===== src/rtl/wb_arb_pkg.sv =====
// Shared types and constants for the wishbone round-robin arbiter.
package wb_arb_pkg;
  typedef enum logic [1:0] {ARB_IDLE, ARB_OWNED, ARB_DRAIN} arb_state_e;
  localparam int ARB_TIMEOUT_DFLT = 255;
endpackage


===== src/rtl/rr_prio_pick.sv =====
// Combinational round-robin pick: rotate req so ptr sits at bit 0, find first set, rotate back.
module rr_prio_pick #(
  parameter int N     = 2,
  parameter int IDX_W = $clog2(N)
) (
  input  logic [N-1:0]     req,
  input  logic [IDX_W-1:0] ptr,
  output logic             valid,
  output logic [IDX_W-1:0] idx
);
  logic [N-1:0]     rot;
  logic [IDX_W-1:0] ffs;

  always_comb begin
    rot = '0;
    for (int i = 0; i < N; i++) rot[i] = req[(i + int'(ptr)) % N];
    valid = |req;
    ffs   = '0;
    for (int i = N - 1; i >= 0; i--) if (rot[i]) ffs = IDX_W'(i);
    idx = IDX_W'((int'(ffs) + int'(ptr)) % N);
  end
endmodule


===== src/rtl/wb_rr_arbiter.sv =====
// Registered round-robin bus owner for the wishbone crossbar; masks stale responses
// after owner change/abort and times out hung slaves.
module wb_rr_arbiter
  import wb_arb_pkg::*;
#(
  parameter  int N_MASTER       = 2,
  parameter  int TIMEOUT_CYCLES = ARB_TIMEOUT_DFLT,
  localparam int IDX_W          = $clog2(N_MASTER)
) (
  input  logic                clk_i,
  input  logic                rst_i,
  input  logic [N_MASTER-1:0] m_cyc_i,
  input  logic [N_MASTER-1:0] m_stb_i,
  input  logic [N_MASTER-1:0] m_lock_i,
  input  logic                s_ack_i,
  input  logic                s_err_i,
  input  logic                s_rty_i,
  output logic [N_MASTER-1:0] gnt_o,
  output logic [IDX_W-1:0]    gnt_idx_o,
  output logic                busy_o,
  output logic                resp_en_o,
  output logic                s_cyc_en_o,
  output logic                to_err_o
);
  localparam bit                TO_EN    = TIMEOUT_CYCLES > 0;
  localparam int                CNT_W    = (TIMEOUT_CYCLES > 1) ? $clog2(TIMEOUT_CYCLES) : 1;
  localparam logic [CNT_W-1:0]  TO_LAST  = CNT_W'((TIMEOUT_CYCLES > 0) ? TIMEOUT_CYCLES - 1 : 0);
  localparam logic [IDX_W-1:0]  IDX_LAST = IDX_W'(N_MASTER - 1);
  localparam logic [N_MASTER-1:0] ONE    = {{(N_MASTER-1){1'b0}}, 1'b1};

  arb_state_e       state;
  logic [IDX_W-1:0] rr_ptr;
  logic             pending;
  logic [CNT_W-1:0] to_cnt;

  logic             pick_vld;
  logic [IDX_W-1:0] pick_idx;
  logic             own_cyc, own_stb, own_lock, resp, pend_nxt, to_hit;

  rr_prio_pick #(.N(N_MASTER), .IDX_W(IDX_W)) u_pick (
    .req   (m_cyc_i),
    .ptr   (rr_ptr),
    .valid (pick_vld),
    .idx   (pick_idx)
  );

  assign own_cyc  = m_cyc_i[gnt_idx_o];
  assign own_stb  = own_cyc & m_stb_i[gnt_idx_o];
  assign own_lock = m_lock_i[gnt_idx_o];
  assign resp     = s_ack_i | s_err_i | s_rty_i;
  // same-cycle stb+response completes immediately, so the response has priority
  assign pend_nxt = resp ? 1'b0 : (own_stb | pending);
  assign to_hit   = TO_EN && pending && (to_cnt == TO_LAST) && !resp;

  always_ff @(posedge clk_i or posedge rst_i) begin
    if (rst_i) begin
      state     <= ARB_IDLE;
      gnt_o     <= '0;
      gnt_idx_o <= '0;
      rr_ptr    <= '0;
      pending   <= 1'b0;
      to_cnt    <= '0;
      to_err_o  <= 1'b0;
    end else begin
      to_err_o <= 1'b0;
      case (state)
        ARB_IDLE: if (pick_vld) begin
          state     <= ARB_OWNED;
          gnt_o     <= ONE << pick_idx;
          gnt_idx_o <= pick_idx;
          rr_ptr    <= (pick_idx == IDX_LAST) ? '0 : pick_idx + IDX_W'(1);
          pending   <= 1'b0;
          to_cnt    <= '0;
        end
        ARB_OWNED: begin
          if (to_hit) begin
            to_err_o <= 1'b1;
            pending  <= 1'b0;
            to_cnt   <= '0;
            state    <= ARB_DRAIN;
          end else begin
            pending <= pend_nxt;
            to_cnt  <= (TO_EN && pending && !resp) ? to_cnt + CNT_W'(1) : '0;
            // lock keeps ownership across a cyc gap; released by lock=0 with cyc=0
            if (!own_cyc && !own_lock) begin
              if (pend_nxt) begin
                state   <= ARB_DRAIN;
                pending <= 1'b0;
                to_cnt  <= '0;
              end else begin
                state <= ARB_IDLE;
                gnt_o <= '0;
              end
            end
          end
        end
        ARB_DRAIN: begin
          if (resp || (TO_EN && to_cnt == TO_LAST)) begin
            state  <= ARB_IDLE;
            gnt_o  <= '0;
            to_cnt <= '0;
          end else if (TO_EN) begin
            to_cnt <= to_cnt + CNT_W'(1);
          end
        end
        default: begin
          state <= ARB_IDLE;
          gnt_o <= '0;
        end
      endcase
    end
  end

  assign busy_o     = (state != ARB_IDLE);
  assign resp_en_o  = (state == ARB_OWNED);
  assign s_cyc_en_o = (state == ARB_OWNED);

  a_gnt_onehot: assert property (@(posedge clk_i) disable iff (rst_i) $onehot0(gnt_o));
  a_no_resp_in_drain: assert property (@(posedge clk_i) disable iff (rst_i)
    !(resp_en_o && state == ARB_DRAIN));
  a_to_err_edge: assert property (@(posedge clk_i) disable iff (rst_i)
    to_err_o |-> $past(state) == ARB_OWNED);
endmodule

===== config.mk =====
export PLATFORM = sky130hd
export DESIGN_NAME = wb_rr_arbiter
export DESIGN_NICKNAME = d
export VERILOG_FILES = /design/src/rtl/wb_arb_pkg.sv /design/src/rtl/rr_prio_pick.sv /design/src/rtl/wb_rr_arbiter.sv
export SDC_FILE = /design/constraint.sdc
export NUM_CORES = 1
export LEC_CHECK = 0
export CAP_MARGIN = 0
export CELL_PAD_IN_SITES_DETAIL_PLACEMENT = 1
export CELL_PAD_IN_SITES_GLOBAL_PLACEMENT = 2
export CORE_MARGIN = 2
export CORE_UTILIZATION = 31
export DETAILED_ROUTE_END_ITERATION = 16
export HOLD_SLACK_MARGIN = 0.15
export PLACE_DENSITY = 0.73
export SLEW_MARGIN = 20
export SYNTH_ARGS = -nofsm -noshare
export SYNTH_HDL_FRONTEND = slang
export SYNTH_SLANG_ARGS = --single-unit

===== constraint.sdc =====
create_clock -name clk_i -period 2.19 [get_ports clk_i]
set_clock_uncertainty 0.2 [all_clocks]
set_input_delay 0.438 -clock clk_i [delete_from_list [all_inputs] [get_ports clk_i]]
set_output_delay 0.438 -clock clk_i [all_outputs]
set_load 0.05 [all_outputs]

==> key figures, run 1 <==
Power and ir drop
  – Leak: 0.000614 uW
  – Switching power: 593 uW
  – Clk pwr share: 0.112
  – Sw Share: 0.430
  – Pint: 786 uW
  – Pwr Density: 988 nW/um^2
  – Comb pwr share: 0.613
  – Sequential share of power: 0.274
  – VDD IR max: 0.409 mV

Critical path
  – Worst setup startpoint: gnt_o[0]$_DFFE_PP0P_
  – CP cell instances: clkdlybuf4s50_1
  – Slowest cell delay on critical path: 0.81 ns
  – Data required time of the worst path: 1.55 ns
  – CP max FO: 2
  – R2R Setup Slk: 0.17 ns
  – R2R Path Start: pending$_DFFE_PP0P_
  – CP Capture Type: output pin
  – Slowest-stage cell, CP: clkdlybuf4s50_1
  – Buf/Inv on CP: 1
  – Setup CP Type: flip-flop to output pin
  – Kind of cell adding the most delay to the critical path: buffers and inverters
  – FF-to-FF path depth: 6
  – Startpoint Class: flip-flop
  – R2R Path End: to_cnt[6]$_DFFE_PP0P_
  – WP data arrival: 1.44 ns

Timing
  – Min Hold Slack: 0.252 ns
  – Final hold violation count: 0
  – Fin worst setup slack: 0.109 ns
  – Final period util: 0.950
  – Final setup vio count: 0
  – Rel. slew slack: 0.662
  – Slew @ Worst Pin: 0.506 ns
  – RSZ-0062 raised after global routing: no
  – Tmin final: 2.08 ns
  – Max frequency: 481 MHz
  – Max Slew Vio Count: 0

Clock tree
  – Clock Tree Buf Depth: 2
  – Worst-Skew Late Latency: 0.28 ns
  – Cts hold-fix bufs: 0
  – Clk pin slew, worst setup/hold paths: 0.09 ns
  – H-tree lvl count: 1
  – CTS tree: built
  – Clk sinks: 16
  – CTS buffer count: 3
  – Clk root buf: clkbuf_4

Logic synthesis
  – YS warnings: 0
  – Cell area after synthesis: 980 sq um
  – Syn Inst Count: 101
  – Avg Inst Size Synth: 9.70 sq um
  – Mapped Nets: 117
  – Post-synth top flop: dfrtp_1
  – Synth unique cells: 37
  – Sequential element share of the synthesized area: 0.409
  – Asr flop ratio synth: 1.00
  – #FFs+latches synth: 16
  – EDFF count, synth: 0

GRT
  – Vias in the first global route: 934
  – Tot GR Track Use: 0.154
  – Global-route wire length before repair: 4.08 mm
  – Initial antenna violation count: 0
  – Largest net degree at the start of global routing: 17
  – Gr ovfl total: 0

Detailed routing
  – Wire per inst: 13.7 um
  – Vias per cell: 5.03
  – Via count: 901
  – Detailed router's first-iteration violation count: 12
  – WL final: 2.46 mm
  – Drc violations: 0
  – Post-DRT Antenna Nets: 0
  – First drt pass iteration count: 3

Place
  – Area after DPL: 1350 sq um
  – Post-DP HPWL: 2.00 mm
  – RePlAce Congestion: 0.792
  – Dpl ws: -0.317 ns
  – I/O Buffers: 17

Die
  – Die W: 60.2 um
  – CORE AREA: 3030 sq um
  – Num rows: 20
  – Die footprint: 3630 sq um
  – Die height: 60.2 um
  – IO Pins: 18
  – Starting utilization of the core area: 0.324

Final layout
  – Fillcell total: 358
  – Share of cells above drive strength 1: 0.267
  – Nets: 153
  – Area growth syn-to-layout: 42.4%
  – Final instance area: 1400 sq um
  – Ant diodes: 0

Run
  – Max-cap check violation count: 0

Min path
  – Type of the most critical hold path: input pin to asynchronous set/reset pin

Run status
  – Status: completed
==> synthesized netlist by cell type (all sizes together) (2+ instances only) <==
cell	instances	area, sq um
a21oi	6	30.0
a2bb2oi	3	26.3
a31oi	2	12.5
and3	2	12.5
buf	3	17.5
dfrtp	16	400
ha	5	62.6
inv	7	26.3
mux2i	3	30.0
nand2	10	37.5
nand2b	2	20.0
nand3	6	30.0
nand4	2	12.5
nor2	4	15.0
nor3	3	15.0
nor3b	2	15.0
o21ai	7	38.8
o31ai	3	37.5
==> sequential cells by signal, summed over array words and instances (netlist names) <==
name / count
rr_ptr: 1
to_err_o: 1
to_cnt: 8
state: 2
gnt_o: 2
gnt_idx_o: 1
pending: 1
==> worst max-delay path by stage <==
stage                                  to  slack, ns  cells after the start
floorplan            state[0]$_DFFE_PP0P_       0.11                      6
global placement    to_cnt[7]$_DFFE_PP0P_      -0.28                      6
detailed placement  to_cnt[6]$_DFFE_PP0P_      -0.32                      6
CTS                 to_cnt[6]$_DFFE_PP0P_       0.03                      7
global route                     gnt_o[0]       0.04                      1
finish                           gnt_o[0]       0.11                      1
==> power by group through the flow <==
stage                     sequential (uW)  clock (uW)  combinational (uW)
final                                 378         155                 846
after CTS                             378         159                 852
after global placement                380           0                 827
after global routing                  387         175                 901
after detailed placement              384           0                 844
after floorplan                       461           0                 404
==> final cells by class <==
cell class | count | area (sq um) | share of cell area
flip-flops and latches | 16 | 400 | 0.287
clock buffers | 3 | 22.5 | 0.0161
well taps | 44 | 55.1 | 0.0395
multi-input cells | 75 | 566 | 0.405
repair buffers | 34 | 325 | 0.233
inverters | 7 | 26.3 | 0.0188
==> per-stage QoR <==
step	power (uW)	cells	TNS, ns	utilization
finish	1380	179	0	0.461
global route	1460	179	0	0.461
CTS	1390	179	0	0.459
detailed placement	1230	176	-2.98	0.444
global placement	1210	176	-2.71	0.444
floorplan	864	101	0	-
==> layer usage <==
metal  routed length, um  global-route usage  part of all wire
met2                1210               0.267              0.49
met5                   0                   0                 0
met3                  91              0.0390             0.037
met4                  29              0.0571             0.012
met1                1120               0.181              0.46
==> cells by family after synthesis <==
group | Yosys count | synth area share
compound gates | 28 | 0.211
fa+ha+maj | 5 | 0.0639
buf+inv | 10 | 0.0447
flops | 16 | 0.409
mux | 4 | 0.0421
simple gates | 38 | 0.230
==> timing repair <==
action,in CTS,in global routing
resized for setup,7,2
pin swaps,6,0
buffers inserted,0,0
setup endpoints to repair,2,4
cloned,0,0
==> cells in the final DEF, fill, tap and decap left out, drive strengths merged, types with 2 or more instances in the layout <==
| master | n |
|---|---|
| clkdlybuf4s50 | 10 |
| a31oi | 2 |
| buf | 21 |
| a2bb2oi | 3 |
| nor3b | 2 |
| nor2 | 4 |
| and3 | 2 |
| o31ai | 3 |
| nand2b | 2 |
| nand3 | 6 |
| clkbuf | 3 |
| nand4 | 2 |
| dlygate4sd2 | 3 |
| o21ai | 7 |
| ha | 5 |
| a21oi | 6 |
| nor3 | 3 |
| inv | 7 |
| nand2 | 10 |
| dfrtp | 16 |
| mux2i | 3 |
==> tightest hold or removal path, delay by kind of cell <==
family	cells	cell delay, ns
buffers and inverters	3	0.68
No activity file was read; power rests on OpenSTA's default activity.
==> run 2, diff against run 1 <==
--- a/config.mk
+++ b/config.mk
@@ -8,11 +8,10 @@
 export CAP_MARGIN = 0
 export CELL_PAD_IN_SITES_DETAIL_PLACEMENT = 1
 export CELL_PAD_IN_SITES_GLOBAL_PLACEMENT = 2
-export CORE_MARGIN = 2
-export CORE_UTILIZATION = 31
+export CORE_UTILIZATION = 34
 export DETAILED_ROUTE_END_ITERATION = 16
 export HOLD_SLACK_MARGIN = 0.15
-export PLACE_DENSITY = 0.73
+export PLACE_DENSITY = 0.79
 export SLEW_MARGIN = 20
 export SYNTH_ARGS = -nofsm -noshare
 export SYNTH_HDL_FRONTEND = slang
==> constraint.sdc (replaced) <==
create_clock -name clk_i -period 2.4 [get_ports clk_i]
set_clock_uncertainty 0.2 [all_clocks]
set_input_delay 0.48 -clock clk_i [delete_from_list [all_inputs] [get_ports clk_i]]
set_output_delay 0.48 -clock clk_i [all_outputs]
set_load 0.05 [all_outputs]
==> run 2 against run 1 <==
Count of clock-buffer cells in the layout up 1. Register-to-register slack better by 0.18 ns. Die area down 14%. Via count down 1.9%. Critical path depth grew 6. Critical endpoint is now to_cnt[2]$_DFFE_PP0P_. Utilization up 1.8 points. First-iteration DRC count rose by 120%.
==> key figures, run 2 (synthesis results as in run 1) <==
Detailed routing
  – Post-DRT Antenna Nets: 0
  – Detailed router's first-iteration violation count: 26
  – First drt pass iteration count: 4
  – Wire per inst: 15.0 um
  – Via count: 884
  – Drc violations: 0
  – WL final: 2.45 mm
  – Vias per cell: 5.42

Place
  – Dpl ws: -0.190 ns
  – RePlAce Congestion: 0.777
  – I/O Buffers: 17
  – Post-DP HPWL: 1.91 mm

GRT
  – Initial antenna violation count: 0
  – Gr ovfl total: 0
  – Vias in the first global route: 953
  – Global-route wire length before repair: 4.43 mm
  – Tot GR Track Use: 0.178
  – Largest net degree at the start of global routing: 17

Die
  – Num rows: 19
  – IO Pins: 18
  – CORE AREA: 2730 sq um
  – Die footprint: 3100 sq um
  – Die height: 55.7 um
  – Starting utilization of the core area: 0.358
  – Die W: 55.7 um

Critical path
  – Slowest cell delay on critical path: 0.55 ns
  – Slowest-stage cell, CP: or4b_4
  – Startpoint Class: input pin
  – Worst setup startpoint: s_err_i
  – R2R Path Start: state[1]$_DFFE_PP0P_
  – WP data arrival: 2.29 ns
  – Data required time of the worst path: 2.41 ns
  – CP Capture Type: flip-flop
  – CP cell instances: clkdlybuf4s50_1, or4b_4, nor4b_2, o211ai_2, buf_4, o21bai_1, o2bb2ai_1
  – Setup CP Type: input pin to flip-flop
  – CP max FO: 5

Clock tree
  – Clk pin slew, worst setup/hold paths: 0.10 ns
  – Worst-Skew Late Latency: 0.29 ns
  – Setup bufs post-CTS: 0
  – Clock Tree Buf Depth: 2
  – Clk sinks: 16
  – Clk root buf: clkbuf_4
  – CTS tree: built
  – Cts hold-fix bufs: 0
  – Post-CTS sizing: 0
  – H-tree lvl count: 1
  – CTS buffer count: 3

Timing
  – Rel. slew slack: 0.570
  – Final hold violation count: 0
  – Slew @ Worst Pin: 0.644 ns
  – Fin worst setup slack: 0.120 ns
  – Max frequency: 439 MHz
  – RSZ-0062 raised after global routing: no
  – Tmin final: 2.28 ns
  – Final setup vio count: 0
  – Setup tns final: 0 ns
  – Max Slew Vio Count: 0
  – Final period util: 0.950

Final layout
  – Largest registers: to_cnt (8), gnt_o (2), state (2)
  – Nets: 149
  – Most frequent cells in the layout: 16 x dfrtp_1, 15 x buf_4, 14 x clkdlybuf4s50_1
  – Fillcell total: 333
  – Ant diodes: 0
  – Top reg by flops: to_cnt
  – Area growth syn-to-layout: 33.7%
  – Share of cells above drive strength 1: 0.220
  – Storage cell area: 400 sq um
  – Multi-input logic area: 536 sq um
  – Most common cell after layout, fill and taps aside: dfrtp_1
  – Largest register FFs: 8

Power and ir drop
  – Sw Share: 0.433
  – Sequential share of power: 0.284
  – Pwr Density: 927 nW/um^2
  – Leak: 0.000580 uW
  – Comb pwr share: 0.568
  – VDD IR max: 0.713 mV
  – Clk pwr share: 0.148
  – Switching power: 526 uW
  – Pint: 689 uW

Min path
  – Type of the most critical hold path: flip-flop to flip-flop
  – Hold Startpoint: gnt_o[0]$_DFFE_PP0P_

Run status
  – Status: completed

Run
  – Max-cap check violation count: 0
run 2: cell count changes in the layout (fill, tap and decap cells not counted), sizes merged:
| cell | delta |
|---|---|
| clkdlybuf4s50 | +4 |
| dlygate4sd2 | -3 |
| clkbuf | +1 |
| buf | -5 |
run 2: power by group through the flow:
stage,Clock [uW],Sequential [uW],Combinational (uW)
detailed placement,0,351,699
floorplan,0,420,365
global route,204,352,743
finish,180,345,689
CTS,190,345,702
global placement,0,347,683
run 2: final timing paths:
check                      cells past startpoint                    end  slack, ns
max                                            7  to_cnt[2]$_DFFE_PP0P_       0.12
min                                            1   gnt_o[0]$_DFFE_PP0P_       0.32
max reg2reg                                    7   state[1]$_DFFE_PP0P_       0.35
min reg2reg                                    1   gnt_o[0]$_DFFE_PP0P_       0.32
max in group asynchronous                      2  to_cnt[7]$_DFFE_PP0P_       1.21
min in group asynchronous                      2   gnt_o[1]$_DFFE_PP0P_       0.37
run 2: metrics by stage:
step / total power [uW] / util / cell area [sq um] / instances / hold WS, ns
after global routing: 1300 / 0.479 / 1310 / 163 / 0.361
after global placement: 1030 / 0.466 / 1270 / 159 / 0.288
after detailed placement: 1050 / 0.466 / 1270 / 159 / 0.306
after floorplan: 785 / - / 980 / 101 / 0.194
after CTS: 1240 / 0.479 / 1310 / 163 / 0.331
final: 1210 / 0.479 / 1310 / 163 / 0.324
run 2: layout make-up:
class	instances	share of cell area
inverters	7	0.0201
flip-flops and latches	16	0.306
multi-input cells	75	0.409
clock buffers	4	0.0277
repair buffers	30	0.208
well taps	31	0.0296
run 2: routing by layer:
metal,up-vias,share of wire,GRT usage
met3,2,0.038,0.0349
met2,17,0.49,0.296
met5,-,0,0
met4,0,0.0078,0.0536
li1,430,-,-
met1,435,0.46,0.233
run 2: worst max-delay path: cells and delay by family:
family	cells	cell delay, ns
buffers and inverters	2	0.60
and+or+nand+nor	2	0.82
AOI/OAI and AO/OA	3	0.39
